`config.mk`:
```
export PLATFORM = sky130hd
export DESIGN_NAME = bcd_updown_counter
export DESIGN_NICKNAME = d
export VERILOG_FILES = /design/src/rtl/bcd_updown_counter.sv
export SDC_FILE = /design/constraint.sdc
export NUM_CORES = 1
export LEC_CHECK = 0
export BUFFER_PORTS_ARGS = -buffer_cell sky130_fd_sc_hd__buf_2
export CORE_ASPECT_RATIO = 0.5
export CORE_MARGIN = 3
export CORE_UTILIZATION = 30
export DETAILED_ROUTE_END_ITERATION = 8
export GPL_TIMING_DRIVEN = 0
export HOLD_SLACK_MARGIN = 0.08
export SYNTH_ARGS = -nofsm -noshare
export SYNTH_HDL_FRONTEND = slang
export SYNTH_SLANG_ARGS = --single-unit
```
`constraint.sdc`:
```
create_clock -name clk -period 5.25 [get_ports clk]
set_input_delay 0 -clock clk [delete_from_list [all_inputs] [get_ports clk]]
set_output_delay 0 -clock clk [all_outputs]
set_load 0.02 [all_outputs]
```
`src/rtl/bcd_updown_counter.sv`:
```
// bcd_updown_counter: N-decade BCD up/down counter with load, wrap/saturate and terminal count
module bcd_updown_counter #(
    parameter int DIGITS = 4,
    parameter bit WRAP   = 1'b1
) (
    input  logic                clk,
    input  logic                rst,
    input  logic                en,
    input  logic                up,
    input  logic                load,
    input  logic [4*DIGITS-1:0] load_val,
    output logic [4*DIGITS-1:0] count,
    output logic                tc,
    output logic                wrapped,
    output logic                load_err
);
    localparam int W = 4 * DIGITS;
    logic [W-1:0] count_q, count_d, step_val, load_fix;
    logic [DIGITS:0] carry;
    logic [DIGITS-1:0] bad;
    logic wrapped_q, wrapped_d, load_err_q, load_err_d;
    // carry[i] means every digit below i sits at its limit (9 up, 0 down)
    assign carry[0] = 1'b1;
    for (genvar i = 0; i < DIGITS; i++) begin : g_dig
        logic [3:0] d, l;
        assign d = count_q[4*i +: 4];
        assign l = load_val[4*i +: 4];
        assign bad[i] = l > 4'd9;
        assign load_fix[4*i +: 4] = bad[i] ? 4'd0 : l;
        assign carry[i+1] = carry[i] & (up ? d == 4'd9 : d == 4'd0);
        assign step_val[4*i +: 4] = !carry[i] ? d :
                                    up ? (d == 4'd9 ? 4'd0 : d + 4'd1) :
                                         (d == 4'd0 ? 4'd9 : d - 4'd1);
    end
    always_comb begin
        count_d    = load ? load_fix : (en && !(carry[DIGITS] && !WRAP)) ? step_val : count_q;
        wrapped_d  = !load && en && carry[DIGITS] && WRAP;
        load_err_d = load && |bad;
    end
    always_ff @(posedge clk or negedge rst) begin
        if (!rst) begin
            count_q    <= '0;
            wrapped_q  <= 1'b0;
            load_err_q <= 1'b0;
        end else begin
            count_q    <= count_d;
            wrapped_q  <= wrapped_d;
            load_err_q <= load_err_d;
        end
    end
    assign count    = count_q;
    assign tc       = en & carry[DIGITS];
    assign wrapped  = wrapped_q;
    assign load_err = load_err_q;
endmodule

```
==> metrics.yaml, run 1 <==
finalPower_uw: 465
cp.arrival_ns: 2.73
p_per_area_nw_per_um2: 220
nNetsFinal: 278
ctsHtreeMaxLevel: 1
crit_start: "count[8]$_DFFE_PN0P_"
endpoint: "count[15]$_DFFE_PN0P_"
diodes: 0
totalWireLength_um: 4530
cap_viol_max_count: 0
drc: 0
syn_to_final_growth_pct: 36.4
slew_headroom: 0.627
fp.coreArea_um2: 4680
fin_area_um2: 2110
worst_setup_path_start_kind: "flop"
place_hpwl_um: 3130
setup_viol_count_final: 0
crit_required_ns: 5.40
whs_ns: 0.122
clkLatencyLatePin_ns: 0.26
synth_area_per_cell_um2: 8.15
track_usage: 0.149
reg2reg_depth: 6
ys_types: 57
grt_pass1_vias: 1564
max_freq_ghz: 0.387
p_int_uw: 295
cts-root-buf: "clkbuf_8"
drt_iter0_markers: 94
antenna_found_initial: 0
layout_common_cells: "buf_2, dlygate4sd3_1, o21ai_0, dfrtp_1, nor2_1"
grt.overflow.total: 0
grt_pass1_wl_um: 7470
final_common_cell: "buf_2"
worstMarginPinSlew_ns: 0.560
status: "completed"
drive_gt1_frac: 0.262
combinationalPowerShare: 0.385
worstSetupPathType: "flop to flop"
cts_tree: "yes"
period_needed_ns: 2.59
cts_num_sinks: 18
start_util: 0.331
drv_slew: 0
ant_nets: 0
die_h_um: 56.8
gp_congestion: 0.791
vias: 1698
synth_top_area_frac: 0.291
p_switching_uw: 170
n_fill_cell: 462
seqPwrFrac: 0.359
synth_top_area_cell: "dfrtp_1"
placed_area_um2: 1830
fin_crit_sh: 0.492
clockBufferDepth: 2
io_pins: 40
rsz0062_at_grt: "false"
slowest_stage: "dlygate4sd3_1"
r2r_setup_slack_ns: 2.66
skew_ns: 0.00144
viasPerCell: 5.27
yosysWarnings: 0
cp-end-kind: "flop"
p_leak_uw: 0.000878
ys_seq_elements: 18
synth_edf_count: 0
pwr-share-clk: 0.256
synth_ff_type: "dfrtp_1"
rows: 17
netlist_area_um2: 1550
syn_inst: 190
wl_per_cell_um: 14.1
dieWidth_um: 108
place_ws_ns: 3.26
switching_share: 0.365
slowest_delay_ns: 0.58
ys_seq_area_frac: 0.291
finalHoldViolCount: 0
peakVddDrop_uv: 88.5
r2r_end: "count[15]$_DFFE_PN0P_"
dieArea_um2: 6110
port_buffers: 39
synth_nets: 211
fin_tns_setup_ns: 0
yosys-top-cells-area: "dfrtp_1, o21ai_0, nor2_1, mux2i_1, nand3_1"
timing.final.ws_setup_ns: 2.66
path_max_fanout: 8
path_clk_slew_ns: 0.08
worstPathCellList: "or2_4 > mux2_4 > nor4_4 > mux2i_1 > o32ai_1 > dlygate4sd3_1"
cts_buffers: 3
min_path_type: "primary input to flop"
grt_max_degree: 19
async_flop_share: 1.00
rr_startpoint: "count[8]$_DFFE_PN0P_"
dr.pass1.iters: 4
-- kinds of logic after synthesis --
kind of cell / after synthesis / share of synthesized area
compound gates: 62 / 0.266
simple gates: 75 / 0.272
mux: 7 / 0.0485
buf+inv: 20 / 0.0776
xor+xnor: 8 / 0.0453
flops: 18 / 0.291
-- flip-flops by register name (all words and copies together), names as in the netlist --
register,cells
count,16
load_err,1
wrapped,1
-- metal layers --
layer  vias to the layer above  routed length, um  global-route usage  part of all wire
met5                         -                  0                   0                 0
met4                         0                 18              0.0306            0.0040
met3                         4                161              0.0184             0.036
met2                        45               2180               0.247              0.48
met1                       810               2170               0.207              0.48
li1                        839                  -                   -                 -
-- worst min-delay path by stage --
stage,from,endpoint,cells after the start
after global placement,rst,count[2]$_DFFE_PN0P_,1
after detailed placement,rst,count[2]$_DFFE_PN0P_,1
after CTS,en,count[0]$_DFFE_PN0P_,3
final,load,count[10]$_DFFE_PN0P_,3
after floorplan,rst,count[0]$_DFFE_PN0P_,0
after global routing,load,count[10]$_DFFE_PN0P_,3
-- synth_stat cells, types with 2 or more instances --
| cell | number |
|---|---|
| dfrtp_1 | 18 |
| nor3_1 | 4 |
| nand3b_1 | 5 |
| a221oi_1 | 2 |
| clkbuf_1 | 4 |
| inv_1 | 5 |
| nor2_1 | 17 |
| or2_2 | 3 |
| xor2_1 | 3 |
| o21ai_1 | 5 |
| o21ai_0 | 19 |
| and2_1 | 4 |
| o21bai_1 | 2 |
| mux2i_1 | 6 |
| xnor2_1 | 5 |
| clkbuf_8 | 2 |
| nor2b_1 | 2 |
| nand4b_1 | 2 |
| a21oi_1 | 10 |
| o22ai_1 | 4 |
| nand2_1 | 13 |
| nand3_1 | 11 |
| o31ai_1 | 2 |
| buf_6 | 2 |
| nand2b_1 | 2 |
| nor4_1 | 3 |
| and3_2 | 2 |
| buf_2 | 4 |
-- final cells by class --
class / count / area, um^2 / share of cell area
multi-input cells: 152 / 977 / 0.463
flip-flops and latches: 18 / 450 / 0.213
well taps: 66 / 82.6 / 0.0391
repair buffers: 62 / 425 / 0.202
plain buffers: 14 / 97.6 / 0.0462
inverters: 6 / 22.5 / 0.0107
clock buffers: 4 / 55.1 / 0.0261
-- stage by stage --
stage / util / std cells
3_3_place_gp: 0.390 / 295
4_1_cts: 0.451 / 322
2_1_floorplan: - / 190
5_1_grt: 0.451 / 322
6_report: 0.451 / 322
3_5_place_dp: 0.390 / 295
-- power by group through the flow --
stage	combinational [uW]	clock (uW)	sequential, uW
3_3_place_gp	162	0	169
3_5_place_dp	165	0	169
6_report	179	119	167
2_1_floorplan	101	0	183
4_1_cts	178	121	166
5_1_grt	197	126	169
-- worst max-delay path: cells and delay by family (launching register included) --
kind | cells | cell delay [ns]
AO/OA/AOI/OAI | 1 | 0.11
buffers and inverters | 1 | 0.58
flip-flops | 1 | 0.48
multiplexers | 2 | 0.55
AND/OR/NAND/NOR | 2 | 0.75
-- what timing repair did --
| item | CTS | global route |
|---|---|---|
| hold buffers | 23 | 0 |
| setup buffers | 0 | 0 |
| gates resized for setup | 0 | 0 |
| endpoints found under the hold margin | 34 | 0 |
Note: power is estimated with default switching activity, not from simulation.
==> run 2, diff against run 1 <==
==> constraint.sdc (replaced) <==
create_clock -name clk -period 2.28 [get_ports clk]
set_input_delay 0 -clock clk [delete_from_list [all_inputs] [get_ports clk]]
set_output_delay 0 -clock clk [all_outputs]
set_load 0.02 [all_outputs]
==> run 2 against run 1 <==
Against the previous run:
- clock skew hardly changed
- first-iteration DRC count rose by 6.4%
- critical path type unchanged
- critical path depth is 1 lower
- largest cell class unchanged
- flip-flop and latch count unchanged
==> metrics.yaml, run 2 (synthesis gave the netlist of run 1 again) <==
status: "completed"  # unchanged
ctsHtreeMaxLevel: 1  # unchanged
clkLatencyLatePin_ns: 0.26  # about the same
nNetsFinal: 277  # was 278
antenna_found_initial: 0  # unchanged
min_path_type: "primary input to flop"  # unchanged
start_util: 0.331  # unchanged
reg2reg_depth: 5  # was 6
totalWireLength_um: 4470  # was 4530 um
worst_setup_path_start_kind: "flop"  # unchanged
p_leak_uw: 0.000872  # was 0.000878 uW
placed_area_um2: 1830  # unchanged
cts_buffers: 3  # unchanged
crit_start: "count[8]$_DFFE_PN0P_"  # unchanged
cts_num_sinks: 18  # unchanged
fin_crit_sh: 0.892  # was 0.492
cp.arrival_ns: 2.15  # was 2.73 ns
fin_tns_setup_ns: 0  # unchanged
fin_area_um2: 2100  # was 2110 um^2
dieArea_um2: 6110  # unchanged
cap_viol_max_count: 0  # unchanged
n_fill_cell: 462  # unchanged
crit_required_ns: 2.40  # was 5.40 ns
io_pins: 40  # unchanged
setup_viol_count_final: 0  # unchanged
path_clk_slew_ns: 0.08  # about the same
dieWidth_um: 108  # unchanged
skew_ns: 0.00149  # was 0.00144 ns
diodes: 0  # unchanged
worstMarginPinSlew_ns: 0.526  # was 0.560 ns
p_per_area_nw_per_um2: 508  # was 220 nW/um^2
endpoint: "count[15]$_DFFE_PN0P_"  # unchanged
largest_reg_flops: 16  # unchanged
max_freq_ghz: 0.492  # was 0.387 GHz
slew_headroom: 0.649  # was 0.627
timing.final.ws_setup_ns: 0.246  # was 2.66 ns
syn_to_final_growth_pct: 35.7  # was 36.4%
drc: 0  # unchanged
vias: 1677  # was 1698
grt.overflow.total: 0  # unchanged
viasPerCell: 5.22  # was 5.27
place_hpwl_um: 3130  # unchanged
path_max_fanout: 8  # unchanged
grt_max_degree: 19  # unchanged
gp_congestion: 0.791  # unchanged
r2r_end: "count[15]$_DFFE_PN0P_"  # unchanged
fp.coreArea_um2: 4680  # unchanged
die_h_um: 56.8  # unchanged
wl_per_cell_um: 13.9  # was 14.1 um
cts-root-buf: "clkbuf_8"  # unchanged
dr.pass1.iters: 5  # was 4
drive_gt1_frac: 0.263  # was 0.262
drv_slew: 0  # unchanged
port_buffers: 39  # unchanged
peakVddDrop_uv: 205  # was 88.5 uV
rows: 17  # unchanged
clockBufferDepth: 2  # unchanged
postCtsSetupRepairBufs: 0  # unchanged
drt_iter0_markers: 100  # was 94
ant_nets: 0  # unchanged
rsz0062_at_grt: "false"  # unchanged
cp-end-kind: "flop"  # unchanged
cts_tree: "yes"  # unchanged
worstSetupPathType: "flop to flop"  # unchanged
layout_common_cells: "buf_2, dlygate4sd3_1, o21ai_0, dfrtp_1, nor2_1"  # unchanged
track_usage: 0.148  # was 0.149
r2r_setup_slack_ns: 0.25  # was 2.66 ns
finalHoldViolCount: 0  # unchanged
grt_pass1_vias: 1560  # was 1564
final_common_cell: "buf_2"  # unchanged
place_ws_ns: 0.289  # was 3.26 ns
grt_pass1_wl_um: 7440  # was 7470 um
rr_startpoint: "count[8]$_DFFE_PN0P_"  # unchanged
period_needed_ns: 2.03  # was 2.59 ns
run 2: area by class of cell:
| class | instances | area [um^2] | area share |
|---|---|---|---|
| clock buffer | 4 | 55.1 | 0.0262 |
| multi-input combinational | 152 | 977 | 0.465 |
| tap | 66 | 82.6 | 0.0393 |
| inverter | 6 | 22.5 | 0.0107 |
| timing repair buffer | 61 | 415 | 0.198 |
| buffer | 14 | 97.6 | 0.0465 |
| sequential | 18 | 450 | 0.214 |
run 2: worst max-delay path, cell delays in order, from the launching register on:
cell and delay (ns):
dfrtp_1 0.48, or2_4 0.29, mux2_4 0.28, nor4_4 0.45, mux2i_1 0.28, o32ai_1 0.11
run 2: report_power, final:
| group | total, uW | leakage (uW) | switching, uW | internal (uW) |
|---|---|---|---|---|
| sequential | 384 | 0.000231 | 35.4 | 348 |
| combinational | 409 | 0.000611 | 233 | 176 |
| clock | 274 | 0.0000288 | 121 | 154 |
run 2: how the worst min path moves through the flow:
stage / start / endpoint / slack, ns / cells past startpoint
final: load / count[10]$_DFFE_PN0P_ / 0.12 / 3
after global routing: load / count[10]$_DFFE_PN0P_ / 0.15 / 3
after CTS: en / count[0]$_DFFE_PN0P_ / 0.12 / 3
after detailed placement: rst / count[2]$_DFFE_PN0P_ / -0.03 / 1
after global placement: rst / count[2]$_DFFE_PN0P_ / -0.04 / 1
after floorplan: rst / count[0]$_DFFE_PN0P_ / -0.30 / 0
run 2: per-layer routing:
metal  track usage  routed length [um]
met2         0.247                2180
met3        0.0184                 178
met4        0.0306                  18
met5             0                   0
met1         0.205                2100
run 2: what timing repair did:
action | 4_1_cts | 5_1_grt
gates resized for setup | 0 | 0
endpoints found under the setup margin | 0 | 0
endpoints found under the hold margin | 34 | 0
hold buffers | 22 | 0
run 2: metrics by stage:
| stage | power (uW) | utilization | hold WS [ns] | std cells |
|---|---|---|---|---|
| floorplan | 654 | - | -0.296 | 190 |
| global placement | 762 | 0.390 | -0.0361 | 295 |
| detailed placement | 770 | 0.390 | -0.0254 | 295 |
| CTS | 1070 | 0.449 | 0.123 | 321 |
| global route | 1130 | 0.449 | 0.150 | 321 |
| finish | 1070 | 0.449 | 0.122 | 321 |
